`src/rtl/display_pkg.sv`:
```
// Shared display definitions: BCD digit geometry, counter FSM encoding and
// the packed digit word that the number renderer also consumes.
package display_pkg;

   localparam int unsigned BCD_W  = 4;
   localparam int unsigned DIGITS = 4;
   localparam logic [BCD_W-1:0] BCD_MAX = 4'd9;

   localparam logic [1:0] ST_IDLE    = 2'd0;
   localparam logic [1:0] ST_STEP    = 2'd1;
   localparam logic [1:0] ST_PUBLISH = 2'd2;

   typedef logic [DIGITS*BCD_W-1:0] bcd_word_t;

endpackage

```
`src/rtl/bcd_digit_step.sv`:
```
// Single BCD digit increment/decrement with carry (up) or borrow (down) out.
module bcd_digit_step
   import display_pkg::*;
(
   input  logic [3:0] digit,
   input  logic       dir,
   output logic [3:0] next,
   output logic       carry
);

   always_comb begin
      next  = digit;
      carry = 1'b0;
      if (dir) begin
         if (digit == BCD_MAX) begin
            next  = '0;
            carry = 1'b1;
         end else begin
            next = digit + 4'd1;
         end
      end else begin
         if (digit == '0) begin
            next  = BCD_MAX;
            carry = 1'b1;
         end else begin
            next = digit - 4'd1;
         end
      end
   end

endmodule

```
`src/rtl/bcd_frame_counter.sv`:
```
// Frame-paced 4-digit BCD up/down counter; ripples one digit per clock and
// publishes a stable snapshot with a one-cycle valid pulse.
module bcd_frame_counter
   import display_pkg::*;
#(
   parameter int unsigned FRAME_DIV = 6
) (
   input  logic        clk,
   input  logic        reset,
   input  logic        vsync,
   input  logic        enable,
   input  logic        up,
   input  logic        clear,
   output logic [15:0] bcd,
   output logic        bcd_valid,
   output logic        wrap
);

   localparam logic [7:0] FCNT_LAST = 8'(FRAME_DIV - 1);

   logic [1:0]       state;
   logic [1:0]       idx;
   bcd_word_t        work;
   logic [7:0]       fcnt;
   logic             pending;
   logic             vs_q;
   logic             dir;
   logic             wrap_flag;
   logic             frame_start;
   logic             step_req;
   logic [BCD_W-1:0] cur_digit;
   logic [BCD_W-1:0] next_digit;
   logic             carry;

   assign frame_start = vs_q & ~vsync;
   assign step_req    = frame_start & enable & (fcnt == FCNT_LAST);
   assign cur_digit   = work[{idx, 2'b00} +: BCD_W];

   bcd_digit_step u_step (
      .digit (cur_digit),
      .dir   (dir),
      .next  (next_digit),
      .carry (carry)
   );

   always_ff @(posedge clk or negedge reset) begin
      if (!reset) begin
         vs_q <= 1'b0;
      end else begin
         vs_q <= vsync;
      end
   end

   always_ff @(posedge clk or negedge reset) begin
      if (!reset) begin
         fcnt <= '0;
      end else if (clear) begin
         fcnt <= '0;
      end else if (frame_start && enable) begin
         fcnt <= (fcnt == FCNT_LAST) ? '0 : fcnt + 8'd1;
      end
   end

   always_ff @(posedge clk or negedge reset) begin
      if (!reset) begin
         state     <= ST_IDLE;
         idx       <= '0;
         work      <= '0;
         bcd       <= '0;
         bcd_valid <= 1'b0;
         wrap      <= 1'b0;
         pending   <= 1'b0;
         dir       <= 1'b1;
         wrap_flag <= 1'b0;
      end else begin
         bcd_valid <= 1'b0;
         wrap      <= 1'b0;
         if (clear) begin
            work      <= '0;
            pending   <= 1'b0;
            wrap_flag <= 1'b0;
            state     <= ST_IDLE;
            bcd       <= '0;
            bcd_valid <= 1'b1;
         end else begin
            case (state)
               ST_IDLE: begin
                  if (step_req || pending) begin
                     dir     <= up;
                     idx     <= '0;
                     pending <= 1'b0;
                     state   <= ST_STEP;
                  end
               end
               ST_STEP: begin
                  if (step_req) pending <= 1'b1;
                  work[{idx, 2'b00} +: BCD_W] <= next_digit;
                  if (!carry) begin
                     state <= ST_PUBLISH;
                  end else if (idx == 2'd3) begin
                     wrap_flag <= 1'b1;
                     state     <= ST_PUBLISH;
                  end else begin
                     idx <= idx + 2'd1;
                  end
               end
               ST_PUBLISH: begin
                  if (step_req) pending <= 1'b1;
                  bcd       <= work;
                  bcd_valid <= 1'b1;
                  wrap      <= wrap_flag;
                  wrap_flag <= 1'b0;
                  state     <= ST_IDLE;
               end
               default: state <= ST_IDLE;
            endcase
         end
      end
   end

endmodule

```
`config.mk`:
```
export PLATFORM = sky130hd
export DESIGN_NAME = bcd_frame_counter
export DESIGN_NICKNAME = d
export VERILOG_FILES = /design/src/rtl/display_pkg.sv /design/src/rtl/bcd_digit_step.sv /design/src/rtl/bcd_frame_counter.sv
export SDC_FILE = /design/constraint.sdc
export NUM_CORES = 1
export LEC_CHECK = 0
export ABC_AREA = 1
export CAP_MARGIN = 20
export CORE_ASPECT_RATIO = 1.5
export CORE_UTILIZATION = 60
export CTS_CLUSTER_SIZE = 30
export DETAILED_ROUTE_END_ITERATION = 16
export GPL_TIMING_DRIVEN = 0
export PLACE_DENSITY = 0.8
export SYNTH_ARGS = -nofsm -noshare
export SYNTH_HDL_FRONTEND = slang
export SYNTH_HIERARCHICAL = 1
export SYNTH_SLANG_ARGS = --single-unit
```
`constraint.sdc`:
```
create_clock -name clk -period 4.5 [get_ports clk]
set_input_delay 0.675 -clock clk [delete_from_list [all_inputs] [get_ports clk]]
set_output_delay 0.675 -clock clk [all_outputs]
set_load 0.005 [all_outputs]
```
==> run_summary.xml <==
<?xml version="1.0" encoding="UTF-8"?>
<metrics>
  <group name="placed_design">
    <metric name="i_o_buffers" unit="">22</metric>
    <metric name="dpl.cell_count" unit="">396</metric>
    <metric name="place.gp.congestion" unit="">0.9525</metric>
    <metric name="place.detailed.hpwl" unit="mm">4.079</metric>
  </group>
  <group name="yosys">
    <metric name="yosys.cell_types.count" unit="">32</metric>
    <metric name="nets_in_the_synthesized_netlist" unit="">344</metric>
    <metric name="ys_warn_count" unit="">6</metric>
    <metric name="synth_edf_count" unit="">0</metric>
    <metric name="syn-cell-area" unit="µm²">2641</metric>
    <metric name="synth_top_flop_cell" unit="">sky130_fd_sc_hd__dfrtp_1</metric>
    <metric name="synth.avg_cell_area" unit="µm²">8.077</metric>
    <metric name="synthesis.instances" unit="">327</metric>
    <metric name="yosysSeqAreaShare" unit="%">47.42</metric>
    <metric name="async_reset_ff_share" unit="%">100.0</metric>
    <metric name="synth-seq-cells" unit="">50</metric>
  </group>
  <group name="route">
    <metric name="finalWirelength" unit="mm">5.332</metric>
    <metric name="routed_wire_length_per_instance" unit="µm">13.20</metric>
    <metric name="drtIter0Drc" unit="">80</metric>
    <metric name="firstDrtPassIters" unit="">4</metric>
    <metric name="detail_route.drc_violations" unit="">0</metric>
    <metric name="vias" unit="">2243</metric>
    <metric name="final_antenna_net_count" unit="">0</metric>
    <metric name="detail_route.vias_per_cell" unit="">5.552</metric>
  </group>
  <group name="floorplan">
    <metric name="core-area" unit="µm²">4209</metric>
    <metric name="chipWidth" unit="µm">56.18</metric>
    <metric name="placement_rows" unit="">29</metric>
    <metric name="die-height" unit="µm">83.26</metric>
    <metric name="floorplan.initialDensity" unit="%">62.75</metric>
    <metric name="design.portCount" unit="">24</metric>
    <metric name="design.die.area" unit="µm²">4677</metric>
  </group>
  <group name="sta">
    <metric name="finalHoldWorstSlack" unit="ns">0.3521</metric>
    <metric name="fmax" unit="MHz">391.8</metric>
    <metric name="setup_total_negative_slack" unit="ns">0</metric>
    <metric name="timing_hold_violations_final" unit="">0</metric>
    <metric name="timing_max_transition_violations_final" unit="">0</metric>
    <metric name="rsz0062_at_grt" unit="">no</metric>
    <metric name="setup_viol" unit="">0</metric>
    <metric name="final_min_period_over_clock_period" unit="%">56.72</metric>
    <metric name="max_slew.worst_pin.slew" unit="ns">0.6459</metric>
    <metric name="layout_min_cycle_time" unit="ns">2.552</metric>
    <metric name="worst_clock_skew" unit="ns">0.01178</metric>
    <metric name="slew_headroom" unit="%">56.94</metric>
  </group>
  <group name="setup_path">
    <metric name="worst_reg2reg_path_depth" unit="">13</metric>
    <metric name="critical_path.endpoint" unit="">idx[1]</metric>
    <metric name="worst-setup-path-type" unit="">flop to flop</metric>
    <metric name="crit-reg2reg-launch" unit="">idx[1]</metric>
    <metric name="crit_path_start_kind" unit="">flop</metric>
    <metric name="critical_path.reg2reg.endpoint" unit="">idx[1]</metric>
    <metric name="critical_path_peak_fanout" unit="">10</metric>
    <metric name="reg2reg_setup_slack" unit="ns">1.95</metric>
    <metric name="critPathRequiredTime" unit="ns">4.70</metric>
    <metric name="worst_setup_path_end_kind" unit="">flop</metric>
    <metric name="data_arrival_time_of_the_worst_path" unit="ns">2.75</metric>
    <metric name="setup.worst_path.start" unit="">idx[1]</metric>
  </group>
  <group name="clock_network">
    <metric name="cts_max_level" unit="">2</metric>
    <metric name="cts_inserted_buffers" unit="">5</metric>
    <metric name="clock_tree.buffer_depth" unit="">2</metric>
    <metric name="clock_latency" unit="ns">0.31</metric>
    <metric name="cts.repair.resized" unit="">0</metric>
    <metric name="cts.sink_count" unit="">50</metric>
    <metric name="clockRootBuffer" unit="">sky130_fd_sc_hd__clkbuf_8</metric>
    <metric name="postCtsHoldBufs" unit="">0</metric>
    <metric name="cts_tree" unit="">yes</metric>
    <metric name="clk_pin_slew_worst_paths" unit="ns">0.10</metric>
    <metric name="post_cts.repair.setup_buffers" unit="">0</metric>
  </group>
  <group name="grt">
    <metric name="global_route_total_overflow" unit="">0</metric>
    <metric name="grt_start_max_net_pins" unit="">27</metric>
    <metric name="grt_pass1_wl" unit="mm">9.225</metric>
    <metric name="groute.usage.overall" unit="%">25.02</metric>
    <metric name="first_global_vias" unit="">2156</metric>
    <metric name="grt_antenna_before_repair" unit="">0</metric>
  </group>
  <group name="final_layout">
    <metric name="fillerInstances" unit="">329</metric>
    <metric name="finish.net_count" unit="">374</metric>
    <metric name="finish.cell_count_without_fillers" unit="">404</metric>
    <metric name="register_area" unit="µm²">1252</metric>
    <metric name="final_layout_size_suffix_gt1_share" unit="%">7.821</metric>
    <metric name="postLayoutCoreUtil" unit="%">71.91</metric>
    <metric name="antenna-diode-count" unit="">0</metric>
    <metric name="area_growth" unit="%">14.59</metric>
    <metric name="multiInputGateArea" unit="µm²">1161</metric>
  </group>
  <group name="run_status">
    <metric name="outcome" unit="">complete, no violations</metric>
  </group>
  <group name="hold_path">
    <metric name="timing.hold.worst.class" unit="">input port to asynchronous set/reset pin</metric>
  </group>
  <group name="power">
    <metric name="vdd.ir_drop.worst" unit="mV">0.3791</metric>
    <metric name="p_per_area" unit="nW/µm²">459.0</metric>
    <metric name="total_power" unit="mW">1.389</metric>
    <metric name="static-leakage-power" unit="nW">1.435</metric>
  </group>
  <group name="run">
    <metric name="cap_violations" unit="">0</metric>
  </group>
</metrics>
## synthesized netlist by cell type, drive strengths merged (2+ instances only)
cell type / count / area share [%]
inv: 47 / 6.7
a21oi: 19 / 3.6
ha: 11 / 5.2
nor2: 21 / 4.2
dfrtp: 49 / 46
nand4: 7 / 1.7
buf: 5 / 1.7
nor3: 2 / 0.38
nand2: 90 / 13
o211ai: 2 / 0.57
nand3b: 2 / 1.0
o22ai: 15 / 3.6
nand3: 22 / 4.2
o21ai: 27 / 5.3
## per-stage QoR
step	area, µm²	worst slack, ns
floorplan	2641	2.374
global placement	2919	1.340
detailed placement	2934	1.964
CTS	3027	1.943
global route	3027	1.684
finish	3027	1.948
## layout make-up
type / instances / area share (%)
plain buffers: 6 / 1.571
repair buffers: 23 / 7.772
multi-input cells: 223 / 38.36
well taps: 46 / 1.902
clock inverters: 3 / 0.7854
flip-flops and latches: 50 / 41.38
clock buffers: 5 / 2.274
inverters: 48 / 5.953
## state kept, by name (all words and copies together) (netlist names), 2 cells and up
signal,flops
fcnt,8
work,16
idx,2
state,2
bcd,16
## metal layers
layer | track usage (%) | vias up | routed length [µm]
met5 | 0 | - | 0
met4 | 10.20 | 0 | 89
met3 | 3.271 | 12 | 141
met2 | 44.91 | 54 | 2986
met1 | 29.57 | 1047 | 2115
li1 | - | 1130 | -
## worst min-delay path by stage
stage                start  slack, ns  endpoint
global route         reset       0.38    bcd[5]
global placement    bcd[9]       0.46    bcd[9]
floorplan            reset       0.38    bcd[0]
finish               reset       0.35    bcd[5]
detailed placement  bcd[0]       0.47    bcd[0]
CTS                  reset       0.37    bcd[5]
## cell families (layout without fill, tap and decap cells)
family / count (synthesis) / count (layout) / share of synthesized area (%)
AOI/OAI and AO/OA: 64 / 64 / 13.26
adders and majority gates: 11 / 11 / 5.211
xor gates and xnor gates: 2 / 2 / 0.6633
buffers and inverters: 54 / 85 / 8.621
DFF: 50 / 50 / 47.42
and+or+nand+nor: 146 / 146 / 24.82
## cells in the final DEF, fill, tap and decap left out, drive strengths merged, types with 6 or more instances in the layout
master	n
o21ai	27
nand3	22
dfrtp	49
ha	11
clkdlybuf4s50	21
nand4	7
nand2	90
nor2	21
inv	48
a21oi	19
o22ai	15
buf	7
clkbuf	6
## critical path, stage by stage (launching register included)
cell,delay (ns)
sky130_fd_sc_hd__dfrtp_1,0.45
sky130_fd_sc_hd__clkinv_1,0.26
sky130_fd_sc_hd__o21ai_0,0.17
sky130_fd_sc_hd__a21oi_1,0.06
sky130_fd_sc_hd__a21oi_1,0.50
sky130_fd_sc_hd__nand2_1,0.13
sky130_fd_sc_hd__nor2_2,0.11
sky130_fd_sc_hd__nor2_2,0.05
sky130_fd_sc_hd__a21oi_1,0.28
sky130_fd_sc_hd__nand3b_4,0.13
sky130_fd_sc_hd__o21ai_2,0.09
sky130_fd_sc_hd__nand2_1,0.09
sky130_fd_sc_hd__nand2_1,0.06
sky130_fd_sc_hd__nand2_1,0.05
## report_power, final
group | total, mW | leakage, nW | switching, mW | internal, mW
combinational | 0.602 | 0.709 | 0.412 | 0.189
sequential | 0.514 | 0.686 | 0.0301 | 0.484
clock | 0.273 | 0.0408 | 0.162 | 0.111
(Power assumes the default switching activity.)
